==> src/rtl/fifo_pkg.sv <==
// Shared widths, default watermark levels and parameter sanity checks
// for the parametrised FIFO controller and its storage.
package fifo_pkg;

  // Pointer width: enough bits to address every entry.
  function automatic int ptr_w(input int depth);
    return $clog2(depth);
  endfunction

  // Count width: one extra bit so that a completely full FIFO is representable.
  function automatic int cnt_w(input int depth);
    return $clog2(depth) + 1;
  endfunction

  // Default threshold constants derived from the depth.
  function automatic int half_level(input int depth);
    return depth / 2;
  endfunction

  function automatic int af_default(input int depth);
    return (depth * 3) / 4;
  endfunction

  function automatic int ae_default(input int depth);
    return depth / 4;
  endfunction

  // Depth must be a power of two (natural pointer wrap) and at least 4;
  // the watermarks must be ordered and reachable.
  function automatic bit params_ok(input int depth, input int ae, input int af);
    return (depth >= 4) && ((depth & (depth - 1)) == 0) && (ae < af) && (af <= depth);
  endfunction

endpackage

==> src/rtl/fifo_ctrl_param_if.sv <==
// Producer/consumer side of the FIFO controller: write/read requests,
// read data, occupancy flags and sticky error status.
interface fifo_ctrl_param_if
  import fifo_pkg::*;
#(
  parameter int DATA_W = 32,
  parameter int DEPTH  = 16
);
  localparam int CNT_W = cnt_w(DEPTH);

  logic [DATA_W-1:0] data;
  logic              write;
  logic              read;
  logic              clr_err;
  logic [DATA_W-1:0] out;
  logic              out_valid;
  logic              empty;
  logic              full;
  logic              half_full;
  logic              three_quarter_full;
  logic              almost_empty;
  logic [CNT_W-1:0]  count;
  logic              overflow;
  logic              underflow;

  modport master (
    output data, write, read, clr_err,
    input  out, out_valid, empty, full, half_full, three_quarter_full,
           almost_empty, count, overflow, underflow
  );

  modport slave (
    input  data, write, read, clr_err,
    output out, out_valid, empty, full, half_full, three_quarter_full,
           almost_empty, count, overflow, underflow
  );
endinterface

==> src/rtl/fifo_mem.sv <==
// Simple dual-port RAM: synchronous write port, registered read port.
// Only the read register is reset; the array contents are not.
module fifo_mem #(
  parameter int DATA_W = 32,
  parameter int DEPTH  = 16,
  parameter int ADDR_W = 4
) (
  input  logic              clk,
  input  logic              rst,
  input  logic              wr_en,
  input  logic [ADDR_W-1:0] wr_addr,
  input  logic [DATA_W-1:0] wr_data,
  input  logic              rd_en,
  input  logic [ADDR_W-1:0] rd_addr,
  output logic [DATA_W-1:0] rd_data
);

  logic [DATA_W-1:0] mem_q [DEPTH];
  logic [DATA_W-1:0] rd_data_q;
  logic [DATA_W-1:0] rd_data_d;

  // Store the incoming word when the controller accepts a write.
  always_ff @(posedge clk) begin
    if (wr_en) begin
      mem_q[wr_addr] <= wr_data;
    end
  end

  // Fetch a new word on an accepted read, otherwise hold the last one.
  always_comb begin
    rd_data_d = rd_data_q;
    if (rd_en) begin
      rd_data_d = mem_q[rd_addr];
    end
  end

  // Read data register; cleared by reset so the output starts at zero.
  always_ff @(posedge clk) begin
    if (rst) begin
      rd_data_q <= '0;
    end else begin
      rd_data_q <= rd_data_d;
    end
  end

  assign rd_data = rd_data_q;

endmodule

==> src/rtl/fifo_ctrl_param.sv <==
// Parametrised synchronous FIFO controller: pointers, occupancy count,
// watermark flags and sticky overflow/underflow around a dual-port RAM.
module fifo_ctrl_param
  import fifo_pkg::*;
#(
  parameter int DATA_W   = 32,
  parameter int DEPTH    = 16,
  parameter int AE_LEVEL = ae_default(DEPTH),
  parameter int AF_LEVEL = af_default(DEPTH)
) (
  input  logic                                    clk,
  input  logic                                    rst,
  fifo_ctrl_param_if.slave                        bus
);

  localparam int PTR_W      = ptr_w(DEPTH);
  localparam int CNT_W      = cnt_w(DEPTH);
  localparam int HALF_LEVEL = half_level(DEPTH);

  if (!params_ok(DEPTH, AE_LEVEL, AF_LEVEL)) begin : g_bad_params
    $error("fifo_ctrl_param: DEPTH must be a power of two >= 4 and AE_LEVEL < AF_LEVEL <= DEPTH");
  end

  logic [PTR_W-1:0] wr_ptr_q, wr_ptr_d;
  logic [PTR_W-1:0] rd_ptr_q, rd_ptr_d;
  logic [CNT_W-1:0] count_q, count_d;
  logic             out_valid_q, out_valid_d;
  logic             overflow_q, overflow_d;
  logic             underflow_q, underflow_d;
  logic             is_empty, is_full;
  logic             wr_ok, rd_ok;

  assign is_empty = (count_q == '0);
  assign is_full  = (count_q == CNT_W'(DEPTH));
  assign wr_ok    = bus.write & ~is_full;
  assign rd_ok    = bus.read & ~is_empty;

  // Next-state for pointers, occupancy, read strobe and sticky errors;
  // an error event in the same cycle as clr_err keeps the flag set.
  always_comb begin
    wr_ptr_d    = wr_ptr_q;
    rd_ptr_d    = rd_ptr_q;
    count_d     = count_q;
    out_valid_d = rd_ok;
    overflow_d  = bus.clr_err ? 1'b0 : overflow_q;
    underflow_d = bus.clr_err ? 1'b0 : underflow_q;

    if (wr_ok) begin
      wr_ptr_d = wr_ptr_q + PTR_W'(1);
    end
    if (rd_ok) begin
      rd_ptr_d = rd_ptr_q + PTR_W'(1);
    end

    case ({wr_ok, rd_ok})
      2'b10:   count_d = count_q + CNT_W'(1);
      2'b01:   count_d = count_q - CNT_W'(1);
      default: count_d = count_q;
    endcase

    if (bus.write & is_full) begin
      overflow_d = 1'b1;
    end
    if (bus.read & is_empty) begin
      underflow_d = 1'b1;
    end
  end

  // Controller state register; reset discards everything stored.
  always_ff @(posedge clk) begin
    if (rst) begin
      wr_ptr_q    <= '0;
      rd_ptr_q    <= '0;
      count_q     <= '0;
      out_valid_q <= 1'b0;
      overflow_q  <= 1'b0;
      underflow_q <= 1'b0;
    end else begin
      wr_ptr_q    <= wr_ptr_d;
      rd_ptr_q    <= rd_ptr_d;
      count_q     <= count_d;
      out_valid_q <= out_valid_d;
      overflow_q  <= overflow_d;
      underflow_q <= underflow_d;
    end
  end

  fifo_mem #(
    .DATA_W (DATA_W),
    .DEPTH  (DEPTH),
    .ADDR_W (PTR_W)
  ) u_mem (
    .clk     (clk),
    .rst     (rst),
    .wr_en   (wr_ok),
    .wr_addr (wr_ptr_q),
    .wr_data (bus.data),
    .rd_en   (rd_ok),
    .rd_addr (rd_ptr_q),
    .rd_data (bus.out)
  );

  assign bus.out_valid          = out_valid_q;
  assign bus.count              = count_q;
  assign bus.empty              = is_empty;
  assign bus.full               = is_full;
  assign bus.half_full          = (count_q >= CNT_W'(HALF_LEVEL));
  assign bus.three_quarter_full = (count_q >= CNT_W'(AF_LEVEL));
  assign bus.almost_empty       = (count_q <= CNT_W'(AE_LEVEL));
  assign bus.overflow           = overflow_q;
  assign bus.underflow          = underflow_q;

endmodule

==> src/flat_wrapper.sv <==
// flat-port wrapper written by rule: the top's interface ports become plain ports
module fifo_ctrl_param_flat import fifo_pkg::*;
#(
  parameter int DATA_W   = 32,
  parameter int DEPTH    = 16,
  parameter int AE_LEVEL = ae_default(DEPTH),
  parameter int AF_LEVEL = af_default(DEPTH)
)
  (clk, rst, bus_data, bus_write, bus_read, bus_clr_err, bus_out, bus_out_valid, bus_empty, bus_full, bus_half_full, bus_three_quarter_full, bus_almost_empty, bus_count, bus_overflow, bus_underflow);
  fifo_ctrl_param_if #(.DATA_W(DATA_W), .DEPTH(DEPTH)) bus_i ();
  input  logic clk;
  input  logic rst;
  input wire logic [$bits(bus_i.data)-1:0] bus_data;
  input wire logic [$bits(bus_i.write)-1:0] bus_write;
  input wire logic [$bits(bus_i.read)-1:0] bus_read;
  input wire logic [$bits(bus_i.clr_err)-1:0] bus_clr_err;
  output wire logic [$bits(bus_i.out)-1:0] bus_out;
  output wire logic [$bits(bus_i.out_valid)-1:0] bus_out_valid;
  output wire logic [$bits(bus_i.empty)-1:0] bus_empty;
  output wire logic [$bits(bus_i.full)-1:0] bus_full;
  output wire logic [$bits(bus_i.half_full)-1:0] bus_half_full;
  output wire logic [$bits(bus_i.three_quarter_full)-1:0] bus_three_quarter_full;
  output wire logic [$bits(bus_i.almost_empty)-1:0] bus_almost_empty;
  output wire logic [$bits(bus_i.count)-1:0] bus_count;
  output wire logic [$bits(bus_i.overflow)-1:0] bus_overflow;
  output wire logic [$bits(bus_i.underflow)-1:0] bus_underflow;
  assign bus_i.data = bus_data;
  assign bus_i.write = bus_write;
  assign bus_i.read = bus_read;
  assign bus_i.clr_err = bus_clr_err;
  assign bus_out = bus_i.out;
  assign bus_out_valid = bus_i.out_valid;
  assign bus_empty = bus_i.empty;
  assign bus_full = bus_i.full;
  assign bus_half_full = bus_i.half_full;
  assign bus_three_quarter_full = bus_i.three_quarter_full;
  assign bus_almost_empty = bus_i.almost_empty;
  assign bus_count = bus_i.count;
  assign bus_overflow = bus_i.overflow;
  assign bus_underflow = bus_i.underflow;
  fifo_ctrl_param #(.DATA_W(DATA_W), .DEPTH(DEPTH), .AE_LEVEL(AE_LEVEL), .AF_LEVEL(AF_LEVEL)) u_core (.clk(clk), .rst(rst), .bus(bus_i));
endmodule
==> config.mk <==
export PLATFORM = sky130hd
export DESIGN_NAME = fifo_ctrl_param_flat
export DESIGN_NICKNAME = d
export VERILOG_FILES = /design/src/rtl/fifo_pkg.sv /design/src/rtl/fifo_ctrl_param_if.sv /design/src/rtl/fifo_mem.sv /design/src/rtl/fifo_ctrl_param.sv /design/src/flat_wrapper.sv
export SDC_FILE = /design/constraint.sdc
export NUM_CORES = 1
export LEC_CHECK = 0
export BUFFER_PORTS_ARGS = -buffer_cell sky130_fd_sc_hd__buf_4
export CAP_MARGIN = 15
export CORE_UTILIZATION = 50
export CTS_BUF_LIST = sky130_fd_sc_hd__clkbuf_8
export CTS_CLUSTER_SIZE = 12
export DETAILED_ROUTE_END_ITERATION = 10
export GPL_TIMING_DRIVEN = 0
export PLACE_DENSITY = 0.67
export SETUP_SLACK_MARGIN = 0.4
export SYNTH_ARGS = -nofsm -noshare
export SYNTH_HDL_FRONTEND = slang
export SYNTH_SLANG_ARGS = --single-unit
==> constraint.sdc <==
create_clock -name clk -period 8.8 [get_ports clk]
set_clock_uncertainty 0.1 [all_clocks]
set_input_delay 1.32 -clock clk [delete_from_list [all_inputs] [get_ports clk]]
set_output_delay 1.32 -clock clk [all_outputs]
set_load 0.03 [all_outputs]
==> impl_metrics.json <==
{
  "status": "finished clean",
  "insertion_delay_ps": 630,
  "netlist_instances": 980,
  "grt_antenna_before_repair": 0,
  "post-synth-top-count-cell": "edfxtp_1",
  "syn_to_final_growth_pct": 16.6,
  "initial_core_util": 0.508,
  "finalSetupViolCount": 0,
  "grt_pass1_vias": 10600,
  "h-tree-depth": 3,
  "rows": 75,
  "critPathKind": "flip-flop to flip-flop",
  "vias_per_cell": 5.75,
  "rsz0062_at_grt": "no",
  "postRouteWirelength_um": 43400,
  "gp_congestion": 0.733,
  "fin_nets": 1221,
  "final.period_utilization": 0.416,
  "drc_errors": 0,
  "synth_area_per_cell_um2": 21.7,
  "grt.overflow.total": 0,
  "yosysWarnings": 0,
  "fmax_ghz": 0.273,
  "cts_sinks": 560,
  "cp-start-kind": "flip-flop",
  "via_count": 10300,
  "hold_class": "flip-flop to flip-flop",
  "internal-power_mw": 4.70,
  "grt_pass1_wl_um": 65100,
  "clk_path_buf_depth": 3,
  "cp.arrival_ps": 4080,
  "die_y_um": 208,
  "max_cap_violations": 0,
  "drtAntennaViolNets": 0,
  "finalCriticalPeriod_ps": 3660,
  "drtIter0Drc": 968,
  "cp.required_ps": 9220,
  "tritoncts": "done",
  "slew_viol_final": 0,
  "end_kind": "flip-flop",
  "dp.final_hpwl_um": 27800,
  "crit_fanout": 10,
  "syn_nets": 1025,
  "p_seq_frac": 0.486,
  "cts_setup_buffers": 0,
  "grt_usage": 0.205,
  "ir_drop_v": 0.000124,
  "port-buffer-count": 81,
  "worst_pin_slew_ps": 968,
  "cts-root-buf": "clkbuf_8",
  "yosys-top-cells-count": "edfxtp_1 (512), mux4_2 (128), nor2_1 (63)",
  "antenna_cells": 0,
  "cts.clk_slew.worst_paths_ps": 60,
  "netlist_area_mm2": 0.0213,
  "synthArstFlopShare": 0,
  "netlist.area_leader.share": 0.722,
  "p_switching_mw": 1.74,
  "p_sw_frac": 0.270,
  "p_comb_frac": 0.193,
  "die_area_mm2": 0.0434,
  "setup_ws_ps": 5140,
  "clkPwrFrac": 0.320,
  "p_leak_nw": 8.07,
  "core_mm2": 0.0419,
  "dp_slack_ps": 4920,
  "synth_seq_cells": 560,
  "finalSetupTns_ps": 0,
  "drive_gt1_frac": 0.343,
  "hold_viol": 0,
  "slew_headroom": 0.351,
  "cts_resized": 0,
  "wl_per_cell_um": 24.3,
  "io_pins": 82,
  "synth_top_area_cell": "edfxtp_1",
  "netlist_top_cells_area": "edfxtp_1 (72%), mux4_2 (14%), dfxtp_1 (4.5%)",
  "power.density_mw_per_mm2": 259,
  "synthFlopType": "edfxtp_1",
  "dr.pass1.iters": 5,
  "synth_edf_count": 512,
  "synth_seq_area_share": 0.767,
  "numCtsBuffers": 89,
  "die_width_um": 208,
  "holdBufCountCts": 0,
  "synth_cell_types": 41,
  "grt_start_max_net_pins": 23
}
## worst max-delay path, cell delays in order, from the launching register on
cell	delay [ps]
dfxtp_1	320
buf_2	180
or4_1	610
o21a_1	310
inv_1	110
ha_1	140
clkbuf_1	310
xor2_1	180
ha_1	230
a21oi_1	80
or3b_2	450
a31oi_1	190
mux2_1	330
## final timing paths
check / from / to / slack, ps / cells past startpoint
worst min-delay path: u_core.u_mem.rd_data[31]$_SDFFE_PP0P_ / u_core.u_mem.rd_data[31]$_SDFFE_PP0P_ / 390 / 1
worst max register to register: u_core.bus.count[1]$_SDFFE_PP0P_ / u_core.bus.count[4]$_SDFFE_PP0P_ / 5140 / 12
worst min register to register: u_core.u_mem.rd_data[31]$_SDFFE_PP0P_ / u_core.u_mem.rd_data[31]$_SDFFE_PP0P_ / 390 / 1
worst max-delay path: u_core.bus.count[1]$_SDFFE_PP0P_ / u_core.bus.count[4]$_SDFFE_PP0P_ / 5140 / 12
## cells in the final DEF (no fill, tap or decap), types with 23 or more instances in the layout
cell type | Yosys | routed
nor2_1 | 63 | 51
buf_4 | 0 | 81
inv_1 | 4 | 38
dfxtp_1 | 48 | 48
clkbuf_8 | 0 | 101
clkbuf_1 | 23 | 23
mux4_2 | 128 | 128
a221o_1 | 32 | 32
mux2_2 | 33 | 33
edfxtp_1 | 512 | 512
mux2i_1 | 34 | 34
## final cells by class
class / instances / area (um2)
timing repair buffer: 105 / 1070
tap: 539 / 674
fill: 3013 / 17100
clock inverter: 60 / 295
sequential: 560 / 16300
inverter: 5 / 18.8
buffer: 53 / 258
multi-input combinational: 362 / 4790
clock buffer: 101 / 1390
## power by group through the flow
stage / clock (mW) / combinational (mW) / sequential, mW
after floorplan: 0 / 0.719 / 3.30
after global placement: 0 / 1.21 / 3.19
after detailed placement: 0 / 1.26 / 3.19
after CTS: 2.11 / 1.27 / 3.13
after global routing: 2.22 / 1.34 / 3.14
final: 2.06 / 1.25 / 3.13
## state kept, by name, indices dropped and copies added, names as in the netlist
signal,flops
u_core.u_mem.mem_q,512
u_core.u_mem.rd_data,32
u_core.bus.count,5
u_core.rd_ptr_q,4
u_core.wr_ptr_q,4
u_core.bus.out_valid,1
u_core.bus.overflow,1
u_core.bus.underflow,1
## logic make-up (layout without fill, tap and decap cells)
group,Yosys count,in the layout,share of synthesized area
adders and majority gates,8,8,0.00470
buffers and inverters,58,324,0.0130
muxes,196,196,0.169
and+or+nand+nor,97,97,0.0205
AOI/OAI and AO/OA,52,52,0.0214
xor gates and xnor gates,9,9,0.00370
DFF,560,560,0.767
## metal layers
metal | global-route usage | part of all wire | wire, um | vias to the layer above
li1 | - | - | - | 4468
met1 | 0.287 | 0.43 | 18700 | 5394
met2 | 0.329 | 0.49 | 21300 | 352
met3 | 0.0400 | 0.063 | 2750 | 55
met4 | 0.0598 | 0.015 | 659 | 0
met5 | 0 | 0 | 0 | -
## per-stage QoR
stage,util,hold slack (ps),std cells,area [um2],power (mW)
finish,0.592,393,1785,24800,6.44
global route,0.592,414,1785,24800,6.70
CTS,0.592,390,1785,24800,6.51
detailed placement,0.552,377,1624,23100,4.45
global placement,0.538,386,1600,22600,4.41
floorplan,-,406,980,21300,4.02
(Power assumes the default switching activity.)
